--- config.mk ---
export PLATFORM = sky130hd
export DESIGN_NAME = pcm_adc_rx
export DESIGN_NICKNAME = d
export VERILOG_FILES = /design/src/rtl/pcm_adc_rx.sv
export SDC_FILE = /design/constraint.sdc
export NUM_CORES = 1
export LEC_CHECK = 0
export ABC_CLOCK_PERIOD_IN_PS = 5450
export BUFFER_PORTS_ARGS = -buffer_cell sky130_fd_sc_hd__buf_2
export CORE_ASPECT_RATIO = 2
export CORE_MARGIN = 2
export CORE_UTILIZATION = 50
export CTS_CLUSTER_DIAMETER = 120
export DETAILED_ROUTE_END_ITERATION = 12
export PLACE_DENSITY = 0.71
export REMOVE_ABC_BUFFERS = 1
export SYNTH_ARGS = -nofsm -noshare
export SYNTH_HDL_FRONTEND = slang
export SYNTH_SLANG_ARGS = --single-unit
--- constraint.sdc ---
create_clock -name clk -period 5.45 [get_ports clk]
set_input_delay 0.8175 -clock clk [delete_from_list [all_inputs] [get_ports clk]]
set_output_delay 0.8175 -clock clk [all_outputs]
set_load 0.01 [all_outputs]
--- src/rtl/pcm_adc_rx.sv ---
// Master-mode stereo ADC receiver (I2S or left-justified) generating BCK/LRCK from clk.
// Optional peak meters (peak_l, peak_r, peak_clr) are compiled in with `define PCM_ADC_RX_PEAK_EN.
module pcm_adc_rx #(
  parameter int w_sample  = 24,
  parameter int slot_bits = 32,
  parameter int bck_div   = 4,
  parameter int i2s_mode  = 0
) (
  input  logic                clk,
  input  logic                rst,
  input  logic                enable,
  output logic                bck,
  output logic                lrck,
  input  logic                dout,
  output logic [w_sample-1:0] left,
  output logic [w_sample-1:0] right,
  output logic                valid,
  input  logic                ready,
  output logic                overrun,
`ifdef PCM_ADC_RX_PEAK_EN
  output logic [w_sample-2:0] peak_l,
  output logic [w_sample-2:0] peak_r,
  input  logic                peak_clr,
`endif
  output logic                busy
);

  localparam int BIT_W  = $clog2(2 * slot_bits);
  localparam int DIV_W  = (bck_div > 2) ? $clog2(bck_div) : 1;
  localparam int CAP_LO = (i2s_mode != 0) ? 1 : 0;

  localparam logic [1:0] IDLE = 2'd0;
  localparam logic [1:0] RUN  = 2'd1;
  localparam logic [1:0] STOP = 2'd2;

  logic [1:0]          state;
  logic [DIV_W-1:0]    div_cnt;
  logic [BIT_W-1:0]    bit_cnt;
  logic [BIT_W-1:0]    slot_k;
  logic [BIT_W-1:0]    cap_idx;
  logic                tick, rise, fall, frame_end, capture, last_bit;
  logic [w_sample-1:0] shift_reg;
  logic [w_sample-1:0] stage;
  logic                load_pend;

  assign busy      = (state != IDLE);
  assign tick      = busy && (div_cnt == DIV_W'(bck_div - 1));
  assign rise      = tick && !bck;
  assign fall      = tick && bck;
  assign frame_end = fall && (bit_cnt == BIT_W'(2 * slot_bits - 1));
  assign lrck      = (bit_cnt >= BIT_W'(slot_bits));
  assign slot_k    = lrck ? bit_cnt - BIT_W'(slot_bits) : bit_cnt;
  // Index relative to the MSB position; slot bits before it wrap to a large value and are skipped.
  assign cap_idx   = slot_k - BIT_W'(CAP_LO);
  assign capture   = rise && (cap_idx < BIT_W'(w_sample));
  assign last_bit  = capture && (cap_idx == BIT_W'(w_sample - 1));

  always_ff @(posedge clk or posedge rst) begin
    if (rst) begin
      state <= IDLE;
    end else begin
      case (state)
        IDLE:    if (enable) state <= RUN;
        RUN:     if (!enable) state <= STOP;
        STOP:    if (enable) state <= RUN;
                 else if (frame_end) state <= IDLE;
        default: state <= IDLE;
      endcase
    end
  end

  // A stop lands exactly on the last falling toggle, so the wrap leaves the counters at zero.
  always_ff @(posedge clk or posedge rst) begin
    if (rst) begin
      div_cnt <= '0;
      bck     <= 1'b0;
      bit_cnt <= '0;
    end else if (!busy) begin
      div_cnt <= '0;
      bck     <= 1'b0;
      bit_cnt <= '0;
    end else begin
      if (tick) begin
        div_cnt <= '0;
        bck     <= !bck;
      end else begin
        div_cnt <= div_cnt + DIV_W'(1);
      end
      if (fall) bit_cnt <= frame_end ? '0 : bit_cnt + BIT_W'(1);
    end
  end

  // NOTE: non-blocking assignments let stage read the pre-shift value of shift_reg in the same edge.
  always_ff @(posedge clk or posedge rst) begin
    if (rst) begin
      shift_reg <= '0;
      stage     <= '0;
      load_pend <= 1'b0;
    end else begin
      load_pend <= last_bit && lrck;
      if (capture) shift_reg <= {shift_reg[w_sample-2:0], dout};
      if (last_bit && !lrck) stage <= {shift_reg[w_sample-2:0], dout};
    end
  end

  always_ff @(posedge clk or posedge rst) begin
    if (rst) begin
      left    <= '0;
      right   <= '0;
      valid   <= 1'b0;
      overrun <= 1'b0;
    end else begin
      overrun <= load_pend && valid && !ready;
      if (load_pend) begin
        left  <= stage;
        right <= shift_reg;
        valid <= 1'b1;
      end else if (ready) begin
        valid <= 1'b0;
      end
    end
  end

`ifdef PCM_ADC_RX_PEAK_EN
  function automatic logic [w_sample-2:0] mag(input logic [w_sample-1:0] s);
    if (!s[w_sample-1])               return s[w_sample-2:0];
    else if (s[w_sample-2:0] == '0)   return '1;
    else                              return ~s[w_sample-2:0] + (w_sample-1)'(1);
  endfunction

  logic [w_sample-2:0] mag_l, mag_r;
  assign mag_l = mag(stage);
  assign mag_r = mag(shift_reg);

  // A pair loading together with peak_clr restarts the meter from the new magnitude.
  always_ff @(posedge clk or posedge rst) begin
    if (rst) begin
      peak_l <= '0;
      peak_r <= '0;
    end else if (load_pend) begin
      peak_l <= (peak_clr || mag_l > peak_l) ? mag_l : peak_l;
      peak_r <= (peak_clr || mag_r > peak_r) ? mag_r : peak_r;
    end else if (peak_clr) begin
      peak_l <= '0;
      peak_r <= '0;
    end
  end
`endif

endmodule

==> results of run 1 <==
metal layers:
layer / part of all wire [%] / global-route usage [%]
met1: 42 / 20.1
met2: 53 / 27.9
met3: 3.4 / 4.45
met4: 1.6 / 6.41
met5: 0 / 0
synthesized netlist by cell type (all sizes together) (3+ instances only):
library cell  count  area, µm²
a21oi             6       30.0
buf              13        101
clkbuf            3       11.3
dfrtp           110       2750
ha                3       37.5
inv               5       18.8
mux2             96       1160
nand2             6       22.5
nand3             7       35.0
where the power goes:
group          internal (mW)  total, mW  switching, mW
clock network          0.336      0.609          0.273
registers              0.845      0.876         0.0315
logic                 0.0554      0.108         0.0530
final timing paths:
check / depth (start not counted) / slack [ps] / from / to
setup / recovery: 4 / 3290 / div_cnt[0] / shift_reg[15]
min in group asynchronous: 2 / 700 / rst / right[5]
hold reg to reg: 1 / 450 / div_cnt[0] / div_cnt[0]
max in group asynchronous: 3 / 3770 / rst / shift_reg[15]
setup reg to reg: 4 / 3290 / div_cnt[0] / shift_reg[15]
hold / removal: 1 / 450 / div_cnt[0] / div_cnt[0]
cells by family (layout without fill, tap and decap cells):
family | after synthesis | in the layout | synth area share (%)
DFF | 110 | 110 | 63.0
and+or+nand+nor | 31 | 31 | 4.67
adders and majority gates | 3 | 3 | 0.859
buffers and inverters | 21 | 80 | 3.01
muxes | 96 | 96 | 26.5
xor gates and xnor gates | 1 | 1 | 0.201
AOI/OAI and AO/OA | 13 | 13 | 1.78
area by class of cell:
| class | instances | area, µm² |
|---|---|---|
| fill | 702 | 3620 |
| sequential | 110 | 2750 |
| multi-input combinational | 144 | 1480 |
| inverter | 5 | 21.3 |
| clock buffer | 14 | 264 |
| timing repair buffer | 59 | 300 |
| tap | 100 | 125 |
| clock inverter | 2 | 16.3 |
==> results.md, run 1 <==
## Worst setup path
* reg2reg — Crit Path Category
* 810 ps — largest incremental delay on the critical path
* 0 — Buf/Inv on CP
* 24 — critical path peak fanout
* ha_1 > nand2b_4 > or3b_2 > mux2_4 — ordered cell list for the critical path
* 5670 ps — endpoint required time on the critical path
* or3b_2 — slowest cell on the critical path
* register — CP Launch Type
* 2380 ps — data arrival at the endpoint of the critical path
* register — Worst setup EP type
* simple AND/OR/NAND/NOR gates — largest delay contributor family on the critical path

## CTS
* 340 ps — worst skew pair latency
* 3 — number of H-tree levels
* clkbuf_16 — CTS Root Buffer Type
* 0 — CTS-repair resized insts
* 2 — largest buffer count on any clock path
* 110 — number of sinks on the clock net
* 60 ps — clock-pin transition on the worst setup and hold timing paths
* 9 — number of CTS-inserted buffers
* 0 — # hold bufs at CTS
* done — clock tree from TritonCTS
* 0 — total setup buffers inserted after CTS

## Yosys
* 110 — number of storage elements in the synthesis netlist
* 0.00437 mm² — post-synth design cell area
* 0 — number of synthesized flops with an enable pin
* 15.9 µm² — Post-Syn Area per Cell
* 63.0% — fraction of the yosys area taken by sequential cells
* 275 — number of instances in the synthesized netlist
* 100% — share of flip-flops with an asynchronous set or reset after synthesis
* 37 — post-synthesis cell type count
* 0 — number of warnings printed during yosys synthesis
* dfrtp_1 — Top FF cell, synth

## Global route
* 16.5% — overall fraction of global-route tracks in use
* 82 — maximum number of pins on one net before global-route repair
* 12.3 mm — first-pass GRT wire length
* 0 — overflow left after global routing
* 2454 — vias in the first global route
* 0 — number of antenna violations at the first check in global routing

## Power
* 1.59 mW — total power consumption of the routed design
* 212 µV — worst-case vdd ir drop
* 2.70 nW — reported leakage power
* 321 mW/mm² — P per Cell Area

## Cells and area
* 434 — Post-Layout Cell Count
* 57.8% — Final Core Density
* 337 — final net count
* 13.7% — area growth from synthesis to layout
* 0 — Antenna Cells
* 46.1% — share of post-route cells with drive strength above 1
* 0.00496 mm² — Post-Layout Inst Area
* dfrtp_1 — commonest non-fill, non-tap cell in the layout
* 109 x dfrtp_1, 57 x buf_2, 56 x mux2_2, 20 x mux2_1, 20 x mux2_4 — most frequent cells in the layout

## Timing
* 25.0% — worst-case headroom to the max-slew limit
* 2160 ps — final worst path period need
* 3290 ps — worst-case setup margin in the final layout
* 39.6% — Final period util
* 0 — Final Hold Viols
* 1120 ps — Worst-Margin Slew
* 0 — setup-violating endpoint count in the final report
* 449 ps — Worst Hold Margin
* 6.73 ps — Clock Skews
* 0 — Final Max Tran Viols
* 463 MHz — maximum frequency from static timing analysis
* false — setup repair after global routing missed its margin
* 0 ps — setup total negative slack

## Placed design
* 3290 ps — Setup Slack @ Placement
* 0.00468 mm² — dpl cell area
* 4.71 mm — HPWL after detailed placement
* 57 — IO buf count
* 0.738 — gp weighted congestion
* 418 — placed cells

## Detailed routing
* 0 — Antenna Nets Post-Route
* 2314 — Via Count
* 4 — drt pass-1 iters
* 7.17 mm — Routed WL
* 16.5 µm — average wire length per cell after detail routing
* 0 — DRC violation count after routing
* 150 — count of routing violations after the opening detailed-route iteration
* 5.33 — via count normalized by instance count

## Floorplan
* 136 µm — height of the die
* 48 — Std-Cell Rows
* 0.00954 mm² — die footprint
* 70.1 µm — die span in x
* 0.00859 mm² — core footprint
* 50.9% — effective utilization at floorplan
* 58 — number of ports placed on the die boundary

## Outcome
* complete, no violations — outcome

## Min path
* reg2reg — path class of the lowest-slack min-delay path

## Job
* 0 — number of max-cap violations

Note: power is estimated with default switching activity, not from simulation.
==> run 2, diff against run 1 <==
--- a/config.mk
+++ b/config.mk
@@ -5,14 +5,15 @@
 export SDC_FILE = /design/constraint.sdc
 export NUM_CORES = 1
 export LEC_CHECK = 0
-export ABC_CLOCK_PERIOD_IN_PS = 5450
+export ABC_AREA = 1
+export ABC_CLOCK_PERIOD_IN_PS = 1800
 export BUFFER_PORTS_ARGS = -buffer_cell sky130_fd_sc_hd__buf_2
 export CORE_ASPECT_RATIO = 2
 export CORE_MARGIN = 2
 export CORE_UTILIZATION = 50
 export CTS_CLUSTER_DIAMETER = 120
 export DETAILED_ROUTE_END_ITERATION = 12
-export PLACE_DENSITY = 0.71
+export PLACE_DENSITY = 0.73
 export REMOVE_ABC_BUFFERS = 1
 export SYNTH_ARGS = -nofsm -noshare
 export SYNTH_HDL_FRONTEND = slang
==> constraint.sdc (replaced) <==
create_clock -name clk -period 1.8 [get_ports clk]
set_input_delay 0.27 -clock clk [delete_from_list [all_inputs] [get_ports clk]]
set_output_delay 0.27 -clock clk [all_outputs]
set_load 0.01 [all_outputs]
==> results.md, run 2 <==
## Yosys
* 0 — number of warnings printed during yosys synthesis, unchanged
* dfrtp_1 — Top FF cell, synth
* 0.00439 mm² — post-synth design cell area, +0.43%
* 110 — number of storage elements in the synthesis netlist, unchanged
* 100% — share of flip-flops with an asynchronous set or reset after synthesis, unchanged
* dfrtp_1 — cell type contributing the most total cell area after synthesis
* 470 — number of instances in the synthesized netlist, +71%
* 22 — post-synthesis cell type count, -41%
* dfrtp_1 63%, nand2_1 17%, nand3_1 3.7%, inv_1 2.5%, o21ai_0 2.3% — synth top area cells
* 0 — number of synthesized flops with an enable pin, unchanged
* nand2_1 — most common cell in the netlist
* 62.7% — fraction of the yosys area taken by sequential cells, -0.27 points
* 193 x nand2_1, 110 x dfrtp_1, 32 x nand3_1 — leading post-synthesis cells by instance count
* 9.33 µm² — Post-Syn Area per Cell, -41%
* 62.7% — share of the synthesized area in the top cell type, -0.27 points

## Worst setup path
* 260 ps — setup slack of the most critical reg-to-reg path, -3030 ps
* stage[23] — reg-to-reg critical path endpoint
* 1770 ps — data arrival at the endpoint of the critical path, -610 ps
* bit_cnt[0] — startpoint of the worst register-to-register path
* 2030 ps — endpoint required time on the critical path, -3640 ps
* register — CP Launch Type
* 24 — critical path peak fanout, unchanged
* 8 — cells on worst reg2reg path, +4
* reg2reg — Crit Path Category
* stage[23] — Critical Path End
* bit_cnt[0] — Critical Path Source
* register — Worst setup EP type

## Cells and area
* nand2_1 — commonest non-fill, non-tap cell in the layout
* 0.00275 mm² — area taken by flip-flops and latches, about the same
* 0.00139 mm² — area of combinational cells with multiple inputs, -6.7%
* 16.0% — area growth from synthesis to layout
* 19.6% — share of post-route cells with drive strength above 1, -27 points
* 0.00509 mm² — Post-Layout Inst Area, +2.5%
* 0 — Antenna Cells, unchanged
* 534 — final net count, +58%
* 746 — number of fill cells, +6.3%
* 193 x nand2_1, 110 x dfrtp_1, 57 x buf_2, 32 x nand3_1, 28 x inv_1 — most frequent cells in the layout

## CTS
* 70 ps — clock-pin transition on the worst setup and hold timing paths, about the same
* 350 ps — worst skew pair latency, about the same
* done — clock tree from TritonCTS
* clkbuf_16 — CTS Root Buffer Type
* 2 — largest buffer count on any clock path, unchanged
* 0 — total setup buffers inserted after CTS, unchanged
* 9 — number of CTS-inserted buffers, unchanged
* 110 — number of sinks on the clock net, unchanged
* 3 — number of H-tree levels, unchanged

## Detailed routing
* 218 — count of routing violations after the opening detailed-route iteration, +45%
* 0 — DRC violation count after routing, unchanged
* 4 — drt pass-1 iters, unchanged
* 5.06 — via count normalized by instance count, -5.1%
* 13.2 µm — average wire length per cell after detail routing, -20%
* 0 — Antenna Nets Post-Route, unchanged
* 3193 — Via Count, +38%
* 8.34 mm — Routed WL, +16%

## Timing
* 651 MHz — maximum frequency from static timing analysis, +41%
* 0 — setup-violating endpoint count in the final report, unchanged
* 511 ps — Worst-Margin Slew, -613 ps
* 0 — Final Max Tran Viols, unchanged
* 0 — Final Hold Viols, unchanged
* false — setup repair after global routing missed its margin
* 4.31 ps — Clock Skews, -2.42 ps
* 65.9% — worst-case headroom to the max-slew limit, +41 points
* 84.1 ps — Worst Hold Margin, -365 ps
* 85.3% — Final period util, +46 points
* 1540 ps — final worst path period need, -622 ps

## Power
* 2.93 nW — reported leakage power, +8.6%
* 1100 mW/mm² — P per Cell Area, +240%
* 5.58 mW — total power consumption of the routed design, +250%
* 621 µV — worst-case vdd ir drop, +190%

## Floorplan
* 136 µm — height of the die, +0.21%
* 51.1% — effective utilization at floorplan, +0.22 points
* 0.00859 mm² — core footprint, unchanged
* 70.2 µm — die span in x, +0.20%
* 0.00958 mm² — die footprint, +0.41%
* 48 — Std-Cell Rows, unchanged
* 58 — number of ports placed on the die boundary, unchanged

## Min path
* in2reg — path class of the lowest-slack min-delay path
* 2 — worst hold stages, +1

## Job
* 0 — number of max-cap violations, unchanged

## Global route
* 3045 — vias in the first global route, +24%
* 49 — maximum number of pins on one net before global-route repair, -40%
* 18.8% — overall fraction of global-route tracks in use, +2.2 points
* 14.1 mm — first-pass GRT wire length, +15%
* 0 — overflow left after global routing, unchanged
* 0 — number of antenna violations at the first check in global routing, unchanged

## Placed design
* 0.828 — gp weighted congestion, +12%
* 0.00479 mm² — dpl cell area, +2.3%
* 57 — IO buf count, unchanged
* 5.66 mm — HPWL after detailed placement, +20%

## Outcome
* complete, no violations — outcome

-- run 2: area by class of cell --
| class | count | share of cell area, % |
|---|---|---|
| clock buffers | 13 | 5.31 |
| clock inverters | 3 | 0.344 |
| inverters | 33 | 2.48 |
| multi-input cells | 305 | 27.2 |
| flip-flops and latches | 110 | 54.1 |
| well taps | 100 | 2.46 |
| repair buffers | 67 | 8.11 |
-- run 2: how the worst min path moves through the flow --
stage,startpoint,endpoint,slack [ps]
finish,ready,overrun,80
global route,ready,overrun,90
CTS,ready,overrun,70
detailed placement,rst,right[15],340
global placement,rst,right[16],340
floorplan,ready,overrun,340
-- run 2: where the power goes --
part / total, mW / leakage [nW] / switching, mW / internal, mW
sequential: 3.01 / 1.48 / 0.237 / 2.77
combinational: 0.696 / 1.30 / 0.445 / 0.251
clock: 1.88 / 0.142 / 0.832 / 1.05
total: 5.58 / 2.93 / 1.51 / 4.07
-- run 2: per-layer routing --
layer	wire length, µm	vias up	share of wire [%]	track usage (%)
li1	-	1577	-	-
met1	3430	1553	41	22.2
met2	4540	56	54	32.7
met3	261	7	3.1	4.08
met4	97	0	1.2	7.69
met5	0	-	0	0
-- run 2: worst max-delay path: stages (launching register included) --
cell and delay [ps]:
dfrtp_1 390, ha_1 180, nand2_1 90, inv_1 100, nand3_2 130, nor2_8 160
nand2_4 180, nand2_1 130, nand2_1 60
-- run 2: stage by stage --
stage | instances | setup TNS [ps] | setup WS [ps] | utilization [%]
final | 631 | 0 | 264 | 59.3
after global placement | 614 | 0 | 375 | 55.8
after CTS | 631 | 0 | 249 | 59.3
after detailed placement | 614 | 0 | 306 | 55.8
after global routing | 631 | 0 | 61.6 | 59.3
after floorplan | 448 | -150950 | -1370 | -
-- run 2: logic make-up after synthesis --
logic type                 after synthesis  synth area share [%]
buffers and inverters                   55                  5.68
AOI/OAI and AO/OA                       47                  6.30
and+or+nand+nor                        255                  24.4
DFF                                    110                  62.7
adders and majority gates                3                 0.856
-- run 2: repair_timing --
action,in CTS,in global routing
hold buffers,1,0
hold endpoints to repair,36,0
resized for setup,0,0
==> run 3, diff against run 2 <==
--- a/config.mk
+++ b/config.mk
@@ -18,3 +18,4 @@
 export SYNTH_ARGS = -nofsm -noshare
 export SYNTH_HDL_FRONTEND = slang
 export SYNTH_SLANG_ARGS = --single-unit
+export TNS_END_PERCENT = 50
==> constraint.sdc (replaced) <==
create_clock -name clk -period 1.8 [get_ports clk]
set_input_delay 0.18 -clock clk [delete_from_list [all_inputs] [get_ports clk]]
set_output_delay 0.18 -clock clk [all_outputs]
set_load 0.01 [all_outputs]
==> results.md, run 3 (synthesis gave the netlist of run 2 again) <==
## Timing
* 166 ps — worst-case setup margin in the final layout, -98.2 ps
* 90.8% — Final period util, +5.5 points
* 0 — setup-violating endpoint count in the final report, unchanged
* 69.2% — worst-case headroom to the max-slew limit, +3.3 points
* false — setup repair after global routing missed its margin
* 1630 ps — final worst path period need, +98.2 ps
* 462 ps — Worst-Margin Slew, -49.9 ps
* 0 — Final Max Tran Viols, unchanged
* 0 ps — setup total negative slack, unchanged
* 3.30 ps — Clock Skews, -1.01 ps
* 612 MHz — maximum frequency from static timing analysis, -6.0%
* 0 — Final Hold Viols, unchanged

## Cells and area
* 0.00275 mm² — area taken by flip-flops and latches, unchanged
* 631 — Post-Layout Cell Count, unchanged
* 16.1% — area growth from synthesis to layout, about the same
* 0.00139 mm² — area of combinational cells with multiple inputs, +0.63%
* 535 — final net count, +0.19%
* 18.8% — share of post-route cells with drive strength above 1, -0.75 points
* 59.3% — Final Core Density, about the same
* 767 — number of fill cells, +2.8%
* nand2_1 — commonest non-fill, non-tap cell in the layout
* 193 x nand2_1, 110 x dfrtp_1, 57 x buf_2, 32 x nand3_1, 28 x inv_1 — most frequent cells in the layout
* 0 — Antenna Cells, unchanged
* 0.00509 mm² — Post-Layout Inst Area, about the same

## Worst setup path
* register — CP Launch Type
* dfrtp_1 — slowest cell on the critical path
* reg2reg — Crit Path Category
* 2 — Buf/Inv on CP, +1
* simple AND/OR/NAND/NOR gates — largest delay contributor family on the critical path
* 1910 ps — data arrival at the endpoint of the critical path, +140 ps
* register — Worst setup EP type
* 2080 ps — endpoint required time on the critical path, +50 ps
* nand2_1 — Top cell by count, worst path
* 380 ps — largest incremental delay on the critical path, about the same
* 15 — critical path peak fanout, -38%
* ha_1 > nand2_1 > inv_1 > nand3_2 > nor2_8 > buf_4 > nand3_1 > nand2_1 — ordered cell list for the critical path

## Floorplan
* 48 — Std-Cell Rows, unchanged
* 0.00859 mm² — core footprint, unchanged
* 51.1% — effective utilization at floorplan, unchanged
* 70.2 µm — die span in x, unchanged
* 136 µm — height of the die, unchanged
* 0.00958 mm² — die footprint, unchanged
* 58 — number of ports placed on the die boundary, unchanged

## Placed design
* 0.00478 mm² — dpl cell area, -0.26%
* 57 — IO buf count, unchanged
* 614 — placed cells, unchanged
* 0.818 — gp weighted congestion, -1.1%
* 188 ps — Setup Slack @ Placement, -118 ps
* 5.77 mm — HPWL after detailed placement, +1.9%

## Global route
* 3162 — vias in the first global route, +3.8%
* 14.4 mm — first-pass GRT wire length, +1.9%
* 0 — overflow left after global routing, unchanged
* 4.00% — GRT met3 Usage, -0.074 points
* 0 — number of antenna violations at the first check in global routing, unchanged
* 22.1% — met1 Use GR, -0.18 points
* met2 — busiest metal layer after global routing
* 19.0% — overall fraction of global-route tracks in use, +0.24 points
* 49 — maximum number of pins on one net before global-route repair, unchanged
* 33.5% — met2 track utilization from global routing, +0.84 points

## CTS
* done — clock tree from TritonCTS
* 2 — largest buffer count on any clock path, unchanged
* clkbuf_16 — CTS Root Buffer Type
* 0 — total setup buffers inserted after CTS, unchanged
* 3 — number of H-tree levels, unchanged
* 9 — number of CTS-inserted buffers, unchanged
* 60 ps — clock-pin transition on the worst setup and hold timing paths, about the same
* 340 ps — worst skew pair latency, about the same
* 110 — number of sinks on the clock net, unchanged

## Power
* 2.92 nW — reported leakage power, -0.10%
* 1100 mW/mm² — P per Cell Area, +0.35%
* 471 µV — worst-case vdd ir drop, -24%

## Job
* 0 — number of max-cap violations, unchanged

## Min path
* in2reg — path class of the lowest-slack min-delay path

## Detailed routing
* 5.03 — via count normalized by instance count, -0.63%
* 13.2 µm — average wire length per cell after detail routing, -0.40%
* 248 — count of routing violations after the opening detailed-route iteration, +14%
* 8.30 mm — Routed WL, -0.40%
* 4 — drt pass-1 iters, unchanged
* 3173 — Via Count, -0.63%
* 0 — Antenna Nets Post-Route, unchanged
* 0 — DRC violation count after routing, unchanged

## Outcome
* complete, no violations — outcome

[run 3: cell count changes in the layout (fill, tap and decap cells not counted), sizes merged]
cell         previous run  this run
bufinv                  0         1
clkbuf                 13        14
clkinv                  2         0
clkinvlp                1         0
dlygate4sd3             1         2
[run 3: final cells by class]
class	instances	area share, %
repair buffers	68	8.06
clock buffers	14	4.99
multi-input cells	305	27.4
flip-flops and latches	110	54.1
well taps	100	2.46
inverters	33	2.48
clock inverters	1	0.590
[run 3: path summary, 6_finish.rpt]
| path | startpoint | to | slack (ps) | depth (start not counted) |
|---|---|---|---|---|
| min in group asynchronous | rst | stage[13] | 410 | 3 |
| min reg2reg | div_cnt[0] | div_cnt[0] | 430 | 1 |
| max in group asynchronous | rst | left[18] | 770 | 4 |
| max | bit_cnt[0] | stage[18] | 170 | 8 |
| max reg2reg | bit_cnt[0] | stage[18] | 170 | 8 |
| min | enable | state[0] | 60 | 3 |
[run 3: worst min-delay path: stages]
cell and delay (ps):
buf_2 100, inv_1 40, nor2_1 40
[run 3: what timing repair did]
item | CTS | global route
hold buffers | 2 | 0
setup endpoints to repair | 0 | 5
endpoints found under the hold margin | 33 | 0
gates resized for setup | 0 | 1
[run 3: layer usage]
layer | share of wire (%) | routed length, µm
met5 | 0 | 0
met3 | 3.2 | 264
met2 | 53 | 4420
met4 | 1.8 | 150
met1 | 42 | 3470
[run 3: stage by stage]
step	hold WS [ps]	power, mW
final	57.1	5.60
after global routing	55.5	5.89
after CTS	43.8	5.68
after detailed placement	236	3.75
after global placement	228	3.71
after floorplan	252	3.52
[run 3: power breakdown]
part	internal, mW	leakage (nW)	switching [mW]	total (mW)
logic	0.251	1.31	0.439	0.690
clock network	1.11	0.137	0.794	1.91
registers	2.77	1.48	0.238	3.01
total	4.13	2.92	1.47	5.60
